`config.mk`:
```
export PLATFORM = sky130hd
export DESIGN_NAME = axi4_lite_write_master
export DESIGN_NICKNAME = d
export VERILOG_FILES = /design/src/rtl/axi4_lite_pkg.sv /design/src/rtl/axi4_lite_watchdog.sv /design/src/rtl/axi4_lite_write_master.sv
export SDC_FILE = /design/constraint.sdc
export NUM_CORES = 1
export LEC_CHECK = 0
export CAP_MARGIN = 15
export CORE_MARGIN = 2
export CORE_UTILIZATION = 46
export DETAILED_ROUTE_END_ITERATION = 8
export GPL_TIMING_DRIVEN = 0
export HOLD_SLACK_MARGIN = 0.1
export PLACE_DENSITY_LB_ADDON = 0.2
export SLEW_MARGIN = 0
export SYNTH_ARGS = -nofsm -noshare
export SYNTH_HDL_FRONTEND = slang
export SYNTH_SLANG_ARGS = --single-unit
export TNS_END_PERCENT = 50
```
`constraint.sdc`:
```
create_clock -name clk -period 4.5 [get_ports clk]
set_input_delay 0.9 -clock clk [delete_from_list [all_inputs] [get_ports clk]]
set_output_delay 0.9 -clock clk [all_outputs]
set_load 0.05 [all_outputs]
```
`src/rtl/axi4_lite_pkg.sv`:
```
// Shared AXI4-Lite definitions: write-master state encoding and BRESP/RRESP codes.
package axi4_lite_pkg;

    typedef enum logic [1:0] {
        WM_IDLE   = 2'd0,
        WM_SEND   = 2'd1,
        WM_WAIT_B = 2'd2
    } wr_master_state_e;

    localparam logic [1:0] RESP_OKAY   = 2'b00;
    localparam logic [1:0] RESP_EXOKAY = 2'b01;
    localparam logic [1:0] RESP_SLVERR = 2'b10;
    localparam logic [1:0] RESP_DECERR = 2'b11;

endpackage

```
`src/rtl/axi4_lite_watchdog.sv`:
```
// Saturating transaction watchdog; expired_c_o flags the last allowed cycle (LIMIT=0 disables it).
module axi4_lite_watchdog #(
    parameter int unsigned LIMIT = 256
) (
    input  logic clk,
    input  logic rst,
    input  logic clr_i,
    input  logic en_i,
    output logic expired_c_o
);
    localparam int unsigned CNT_W = (LIMIT > 0) ? $clog2(LIMIT + 1) : 1;

    logic [CNT_W-1:0] count_q;

    always_ff @(posedge clk or posedge rst) begin
        if (rst) begin
            count_q <= '0;
        end else if (clr_i) begin
            count_q <= '0;
        end else if (en_i && (count_q != CNT_W'(LIMIT))) begin
            count_q <= count_q + CNT_W'(1);
        end
    end

    assign expired_c_o = (LIMIT != 0) && en_i && (count_q == CNT_W'(LIMIT - 1));

endmodule

```
`src/rtl/axi4_lite_write_master.sv`:
```
// Single-outstanding AXI4-Lite write engine: captures a store, issues AW/W independently,
// waits for B and returns a one-cycle completion, optionally bounded by a watchdog.
module axi4_lite_write_master
    import axi4_lite_pkg::*;
#(
    parameter int unsigned ADDR_WIDTH     = 32,
    parameter int unsigned DATA_WIDTH     = 32,
    parameter int unsigned TIMEOUT_CYCLES = 256
) (
    input  logic                      clk,
    input  logic                      rst,
    input  logic                      req_valid,
    output logic                      req_ready,
    input  logic [ADDR_WIDTH-1:0]     req_addr,
    input  logic [DATA_WIDTH-1:0]     req_wdata,
    input  logic [DATA_WIDTH/8-1:0]   req_wstrb,
    output logic                      resp_valid,
    output logic                      resp_err,
    output logic                      resp_timeout,
    output logic                      busy,
    output logic [ADDR_WIDTH-1:0]     M_AXI_AWADDR,
    output logic                      M_AXI_AWVALID,
    input  logic                      M_AXI_AWREADY,
    output logic [DATA_WIDTH-1:0]     M_AXI_WDATA,
    output logic [DATA_WIDTH/8-1:0]   M_AXI_WSTRB,
    output logic                      M_AXI_WVALID,
    input  logic                      M_AXI_WREADY,
    input  logic [1:0]                M_AXI_BRESP,
    input  logic                      M_AXI_BVALID,
    output logic                      M_AXI_BREADY
);
    localparam int unsigned STRB_WIDTH = DATA_WIDTH / 8;

    wr_master_state_e        state_q, state_d;
    logic                    aw_done_q, aw_done_d;
    logic                    w_done_q, w_done_d;
    logic [ADDR_WIDTH-1:0]   addr_q, addr_d;
    logic [DATA_WIDTH-1:0]   data_q, data_d;
    logic [STRB_WIDTH-1:0]   strb_q, strb_d;
    logic                    awvalid_q, awvalid_d;
    logic                    wvalid_q, wvalid_d;
    logic                    bready_q, bready_d;
    logic                    resp_valid_q, resp_valid_d;
    logic                    resp_err_q, resp_err_d;
    logic                    resp_to_q, resp_to_d;
    logic                    req_ready_q, req_ready_d;
    logic                    busy_q, busy_d;

    logic aw_hs_c, w_hs_c, b_hs_c;
    logic wd_clr_c, wd_expired_c;

    assign aw_hs_c = awvalid_q && M_AXI_AWREADY;
    assign w_hs_c  = wvalid_q && M_AXI_WREADY;
    assign b_hs_c  = bready_q && M_AXI_BVALID;

    axi4_lite_watchdog #(
        .LIMIT (TIMEOUT_CYCLES)
    ) u_watchdog (
        .clk         (clk),
        .rst         (rst),
        .clr_i       (wd_clr_c),
        .en_i        (state_q != WM_IDLE),
        .expired_c_o (wd_expired_c)
    );

    always_ff @(posedge clk or posedge rst) begin
        if (rst) begin
            state_q      <= WM_IDLE;
            aw_done_q    <= 1'b0;
            w_done_q     <= 1'b0;
            addr_q       <= '0;
            data_q       <= '0;
            strb_q       <= '0;
            awvalid_q    <= 1'b0;
            wvalid_q     <= 1'b0;
            bready_q     <= 1'b0;
            resp_valid_q <= 1'b0;
            resp_err_q   <= 1'b0;
            resp_to_q    <= 1'b0;
            req_ready_q  <= 1'b1;
            busy_q       <= 1'b0;
        end else begin
            state_q      <= state_d;
            aw_done_q    <= aw_done_d;
            w_done_q     <= w_done_d;
            addr_q       <= addr_d;
            data_q       <= data_d;
            strb_q       <= strb_d;
            awvalid_q    <= awvalid_d;
            wvalid_q     <= wvalid_d;
            bready_q     <= bready_d;
            resp_valid_q <= resp_valid_d;
            resp_err_q   <= resp_err_d;
            resp_to_q    <= resp_to_d;
            req_ready_q  <= req_ready_d;
            busy_q       <= busy_d;
        end
    end

    // Channel valids are computed for the next cycle so every output leaves a flop.
    always_comb begin
        state_d      = state_q;
        aw_done_d    = aw_done_q;
        w_done_d     = w_done_q;
        addr_d       = addr_q;
        data_d       = data_q;
        strb_d       = strb_q;
        awvalid_d    = 1'b0;
        wvalid_d     = 1'b0;
        bready_d     = 1'b0;
        resp_valid_d = 1'b0;
        resp_err_d   = 1'b0;
        resp_to_d    = 1'b0;
        wd_clr_c     = 1'b0;

        unique case (state_q)
            WM_IDLE: begin
                if (req_valid) begin
                    addr_d    = req_addr;
                    data_d    = req_wdata;
                    strb_d    = req_wstrb;
                    aw_done_d = 1'b0;
                    w_done_d  = 1'b0;
                    wd_clr_c  = 1'b1;
                    awvalid_d = 1'b1;
                    wvalid_d  = 1'b1;
                    state_d   = WM_SEND;
                end
            end
            WM_SEND: begin
                aw_done_d = aw_done_q || aw_hs_c;
                w_done_d  = w_done_q || w_hs_c;
                if (wd_expired_c) begin
                    resp_valid_d = 1'b1;
                    resp_err_d   = 1'b1;
                    resp_to_d    = 1'b1;
                    state_d      = WM_IDLE;
                end else if (aw_done_d && w_done_d) begin
                    bready_d = 1'b1;
                    state_d  = WM_WAIT_B;
                end else begin
                    awvalid_d = !aw_done_d;
                    wvalid_d  = !w_done_d;
                end
            end
            WM_WAIT_B: begin
                // A B handshake on the expiry cycle still counts as a normal response.
                if (b_hs_c) begin
                    resp_valid_d = 1'b1;
                    resp_err_d   = (M_AXI_BRESP != RESP_OKAY);
                    state_d      = WM_IDLE;
                end else if (wd_expired_c) begin
                    resp_valid_d = 1'b1;
                    resp_err_d   = 1'b1;
                    resp_to_d    = 1'b1;
                    state_d      = WM_IDLE;
                end else begin
                    bready_d = 1'b1;
                end
            end
            default: begin
                state_d = WM_IDLE;
            end
        endcase

        req_ready_d = (state_d == WM_IDLE);
        busy_d      = (state_d != WM_IDLE);
    end

    assign req_ready     = req_ready_q;
    assign busy          = busy_q;
    assign resp_valid    = resp_valid_q;
    assign resp_err      = resp_err_q;
    assign resp_timeout  = resp_to_q;
    assign M_AXI_AWADDR  = addr_q;
    assign M_AXI_AWVALID = awvalid_q;
    assign M_AXI_WDATA   = data_q;
    assign M_AXI_WSTRB   = strb_q;
    assign M_AXI_WVALID  = wvalid_q;
    assign M_AXI_BREADY  = bready_q;

endmodule
```
Word level (Yosys, flattened, before mapping)

Cells that the tools add are included.
Widths: inputs -> output; s select.

Add/subtract/negate cells: 1
Muxes and demuxes: 31
Eq/ne operators: 5
Reductions and logical operators: 19

Operator list:

| cell                | number |
|---|---|
| $mux 9              | 2 |
| $pmux 1 s2          | 8 |
| $mux 1              | 15 |
| $mux 2              | 5 |
| $reduce_bool 2->1   | 5 |
| $add 9x1->9 const B | 1 |
| $eq 9x8->1 const B  | 1 |
| $ne 9x9->1 const B  | 1 |
| $logic_and 1x1->1   | 6 |
| $pmux 2 s3          | 1 |
| $logic_not 2->1     | 2 |
| $reduce_and 2->1    | 2 |
| $eq 2x1->1 const B  | 1 |
| $eq 2x2->1 const B  | 1 |
| $logic_not 1->1     | 2 |
| $logic_or 1x1->1    | 2 |
| $ne 2x2->1 const B  | 1 |

Input port bits: 76
Logic and storage cells: 71
Flip-flop bits (word level): 89
Output and inout bits: 76

Longest topological paths before layout

Depth after elaboration: 7
Mapped depth: 8
Mapped depth without buffers: 8

Modules after synthesis

From an unflattened synthesis, not the netlist that was laid out.

Cells, all modules: 253
Area, all modules: 3,604.7 sq um

By module, submodules not included:

| module                 | cells an instance | seq. area each (sq um) | times used | area an instance (sq um) |
|---|---|---|---|---|
| axi4_lite_write_master | 198               | 2,003.2                | 1          | 3,080.5 |
| axi4_lite_watchdog     | 55                | 225.2                  | 1          | 524.3 |

Least setup slack after synthesis

No wires, ideal clock.

Path type: input to register
From: in req_valid
To: reg addr_q[22], in the netlist M_AXI_AWADDR[22]
Setup slack: 2.670 ns
Setup time: 0.125 ns
Arrival time: 1.706 ns
Data required time: 4.375 ns
Path buffers: 2
Stages on the path: 4
Cell sequence: nand2_2 buf_2 buf_2 mux2_2

Cells in the longest elaborated chain, start to end: 1

Ends and longest elaborated chain:

| element                    | RTL line                     | RTL |
|---|---|---|
| from (decl)                | axi4_lite_write_master.sv:12 | `input logic req_valid,` |
| $reduce_and 2->1 (no line) | n/a                          |  |
| to (signal assigned)       | axi4_lite_write_master.sv:86 | `addr_q <= addr_d;` |
| to (decl)                  | axi4_lite_write_master.sv:37 | `logic [ADDR_WIDTH-1:0] addr_q, addr_d;` |

No other way between the ends.
A chain may end at the register's enable or synchronous reset.

Worst setup path after layout

From: reg req_ready_q, in the netlist req_ready
To: out req_ready

RTL lines:

| element                | RTL line                     | RTL |
|---|---|---|
| from (decl)            | axi4_lite_write_master.sv:46 | `logic req_ready_q, req_ready_d;` |
| from (signal assigned) | axi4_lite_write_master.sv:95 | `req_ready_q <= req_ready_d;` |
| to (decl)              | axi4_lite_write_master.sv:13 | `output logic req_ready,` |

No word-level cell between the ends.

==> qor.json <==
{
  "hold_buffers": {"value": 0},
  "synth_top_area_frac": {"value": 0.609},
  "via_per_inst": {"value": 4.94},
  "setup-violations-final": {"value": 0},
  "detailed_route_iter0_violations": {"value": 62},
  "worstSetupPathType": {"value": "flop to output pin"},
  "cts_resized": {"value": 0},
  "post-synth-top-area-cell": {"value": "sky130_fd_sc_hd__dfrtp_1"},
  "layout_worst_path_cycle_share": {"value": 0.572},
  "fill_cells": {"value": 552},
  "io_buffer_count": {"value": 151},
  "cpLargestDelayFamily": {"value": "buffers and inverters"},
  "critPathMaxStageDelay": {"value": 0.79, "unit": "ns"},
  "cts.path.max_buffers": {"value": 2},
  "num_antenna_cells": {"value": 0},
  "first_pass_drt_iterations": {"value": 5},
  "data_required_time_of_the_worst_path": {"value": 3.60, "unit": "ns"},
  "final_layout_size_suffix_gt1_frac": {"value": 0.242},
  "route.final.wire_length": {"value": 8.22, "unit": "mm"},
  "synthFlopType": {"value": "sky130_fd_sc_hd__dfrtp_1"},
  "drt-wirelength-per-cell": {"value": 15.7, "unit": "microns"},
  "row_count": {"value": 32},
  "areaGrowthSynthToFinish": {"value": 51.8, "unit": "%"},
  "globalRoute.totalOverflow": {"value": 0},
  "routed-via-count": {"value": 2586},
  "final_nets": {"value": 500},
  "drv.max_cap_violation_count": {"value": 0},
  "cts.repair_timing.setup_buffer_count": {"value": 0},
  "grt_start_max_net_pins": {"value": 47},
  "synth.net_count": {"value": 337},
  "synth.avg_cell_area": {"value": 14.2, "unit": "sq um"},
  "critical_path.cell_chain": {"value": "clkdlybuf4s50_1"},
  "layout_min_cycle_time": {"value": 2.57, "unit": "ns"},
  "static-leakage-power": {"value": 2.30, "unit": "nW"},
  "gpl.final_weighted_congestion": {"value": 0.849},
  "synth.yosys.warnings": {"value": 0},
  "cts_inserted_buffers": {"value": 9},
  "final-max-slew-violation-count": {"value": 0},
  "pwr_density_cell": {"value": 861, "unit": "nW/um^2"},
  "synthArstFlopShare": {"value": 1.00},
  "grtUsageTotal": {"value": 0.196},
  "worst_setup_path_start_kind": {"value": "flop"},
  "first_global_vias": {"value": 2636},
  "crit_path_end_kind": {"value": "output pin"},
  "worstHoldPathType": {"value": "flop to flop"},
  "cts.clk_slew.worst_paths": {"value": 0.09, "unit": "ns"},
  "post-route-worst-setup-slack": {"value": 1.93, "unit": "ns"},
  "dp_hpwl": {"value": 6.11, "unit": "mm"},
  "achievable-frequency": {"value": 389, "unit": "MHz"},
  "final_hold_viol_count": {"value": 0},
  "grt_first_pass_wirelength": {"value": 13.1, "unit": "mm"},
  "synth_area_leaders": {"value": "sky130_fd_sc_hd__dfrtp_1 61%, sky130_fd_sc_hd__mux2_2 21%, sky130_fd_sc_hd__ha_1 2.4%"},
  "synth.lib_cells_used.distinct": {"value": 32},
  "dieArea": {"value": 8580, "unit": "sq um"},
  "max_slew_margin": {"value": 0.622},
  "die-height": {"value": 92.6, "unit": "microns"},
  "drt.antenna.violating_nets": {"value": 0},
  "synth_seq_cells": {"value": 89},
  "worstPathMaxFanout": {"value": 1},
  "fin_worst_skew": {"value": 0.00597, "unit": "ns"},
  "crit_buf_inv": {"value": 1},
  "preCtsSetupSlack": {"value": 1.86, "unit": "ns"},
  "clock_tree_from_tritoncts": {"value": "yes"},
  "htree_levels": {"value": 3},
  "postSynthCellCount": {"value": 254},
  "rsz0062_at_grt": {"value": "false"},
  "max-vdd-ir-drop": {"value": 0.426, "unit": "mV"},
  "outcome": {"value": "finished clean"},
  "initial_core_util": {"value": 0.470},
  "route.detailed.drc": {"value": 0},
  "syn-cell-area": {"value": 3610, "unit": "sq um"},
  "worst-slew-pin-transition": {"value": 0.568, "unit": "ns"},
  "clk_latency": {"value": 0.35, "unit": "ns"},
  "utilization": {"value": 0.714},
  "die_w": {"value": 92.6, "unit": "microns"},
  "top_level_ports": {"value": 152},
  "clock_sinks": {"value": 89},
  "grt_antenna_before_repair": {"value": 0},
  "core_region_area": {"value": 7690, "unit": "sq um"},
  "timing.setup.tns": {"value": 0, "unit": "ns"},
  "cpMaxStageDelayCell": {"value": "sky130_fd_sc_hd__clkdlybuf4s50_1"},
  "library_cell_used_as_clock_root_buffer": {"value": "sky130_fd_sc_hd__clkbuf_8"},
  "crit_arrival": {"value": 1.67, "unit": "ns"},
  "synth_enable_flop_cells": {"value": 0},
  "synth-seq-area-share": {"value": 0.617}
}
through the flow:
stage,cell area (sq um),hold slack [ns],total power [mW],instances
floorplan,3610,0.472,3.26,254
global placement,5250,0.485,4.13,507
detailed placement,5280,0.491,4.19,508
CTS,5490,0.512,4.76,524
global route,5490,0.518,4.96,524
finish,5490,0.507,4.73,524
synthesized netlist by cell type, types with 2 or more instances:
cell and instances:
sky130_fd_sc_hd__a21oi_1 6, sky130_fd_sc_hd__nand4_1 2, sky130_fd_sc_hd__ha_1 7, sky130_fd_sc_hd__o21ai_0 10, sky130_fd_sc_hd__nand2_1 9, sky130_fd_sc_hd__buf_4 3
sky130_fd_sc_hd__o211ai_1 2, sky130_fd_sc_hd__nor2_1 5, sky130_fd_sc_hd__o31ai_1 3, sky130_fd_sc_hd__a31oi_1 4, sky130_fd_sc_hd__nor4b_1 3, sky130_fd_sc_hd__buf_2 8
sky130_fd_sc_hd__nor2b_1 4, sky130_fd_sc_hd__a21o_1 3, sky130_fd_sc_hd__inv_1 8, sky130_fd_sc_hd__nand3_1 6, sky130_fd_sc_hd__mux2_2 68, sky130_fd_sc_hd__dfrtp_1 88
sky130_fd_sc_hd__a221oi_2 2
layer usage:
metal	up-vias	global-route usage	wire length (microns)
met1	1255	0.253	3590
li1	1229	-	-
met4	0	0.0748	149
met5	-	0	0
met2	88	0.321	3990
met3	14	0.0513	495
sequential cells by signal, summed over array words and instances (netlist names):
register,cells
M_AXI_AWADDR,32
resp_timeout,1
busy,1
u_watchdog.count_q,9
req_ready,1
state_q,2
M_AXI_BREADY,1
M_AXI_WSTRB,4
M_AXI_WDATA,32
M_AXI_WVALID,1
aw_done_q,1
w_done_q,1
resp_err,1
M_AXI_AWVALID,1
resp_valid,1
cell type report:
type / count / area, sq um / area share
sequential: 89 / 2230 / 0.406
timing repair buffer: 152 / 1540 / 0.281
multi-input combinational: 146 / 1290 / 0.236
clock buffer: 12 / 155 / 0.0283
tap: 102 / 128 / 0.0233
buffer: 11 / 62.6 / 0.0114
clock inverter: 4 / 48.8 / 0.00889
inverter: 8 / 32.5 / 0.00593
path summary, 6_finish.rpt:
path | start | to | slack, ns | cells past startpoint
worst max-delay path | req_ready$_DFF_PP1_ | req_ready | 1.93 | 1
worst min-delay path | M_AXI_WDATA[28]$_DFFE_PP0P_ | M_AXI_WDATA[28]$_DFFE_PP0P_ | 0.51 | 1
worst max register to register | u_watchdog.count_q[0]$_DFFE_PP0P_ | resp_err$_DFF_PP0_ | 2.48 | 7
worst min register to register | M_AXI_WDATA[28]$_DFFE_PP0P_ | M_AXI_WDATA[28]$_DFFE_PP0P_ | 0.51 | 1
max in group asynchronous | rst | M_AXI_WDATA[1]$_DFFE_PP0P_ | 2.93 | 3
min in group asynchronous | rst | M_AXI_AWADDR[10]$_DFFE_PP0P_ | 0.96 | 2
cells in the final DEF (no fill, tap or decap), types with 2 or more instances in the layout:
cell                                n
sky130_fd_sc_hd__dfrtp_1           88
sky130_fd_sc_hd__nor2_1             5
sky130_fd_sc_hd__a21oi_1            6
sky130_fd_sc_hd__o211ai_1           2
sky130_fd_sc_hd__nand3_1            6
sky130_fd_sc_hd__clkbuf_8          11
sky130_fd_sc_hd__nand4_1            2
sky130_fd_sc_hd__nand2_1            9
sky130_fd_sc_hd__o31ai_1            3
sky130_fd_sc_hd__ha_1               7
sky130_fd_sc_hd__a221oi_2           2
sky130_fd_sc_hd__clkdlybuf4s50_1  151
sky130_fd_sc_hd__inv_1              7
sky130_fd_sc_hd__mux2_2            68
sky130_fd_sc_hd__nor4b_1            3
sky130_fd_sc_hd__clkinv_2           2
sky130_fd_sc_hd__a31oi_1            4
sky130_fd_sc_hd__nor2b_1            4
sky130_fd_sc_hd__a21o_1             3
sky130_fd_sc_hd__buf_4              3
sky130_fd_sc_hd__o21ai_0           10
sky130_fd_sc_hd__buf_2              8
power by group:
part,internal [mW],leakage [nW],switching (mW)
registers,1.17,1.07,0.180
clock network,0.288,0.107,0.281
logic,1.07,1.13,1.74
total,2.52,2.30,2.20
cell families (layout without fill, tap and decap cells):
group | Yosys count | count (layout) | share of synthesized area
and+or+nand+nor | 35 | 35 | 0.0526
buffers and inverters | 19 | 187 | 0.0256
DFF | 89 | 89 | 0.617
adders and majority gates | 7 | 7 | 0.0242
AOI/OAI and AO/OA | 34 | 34 | 0.0637
xor gates and xnor gates | 1 | 1 | 0.00242
muxes | 69 | 69 | 0.215
Note: power is estimated with default switching activity, not from simulation.
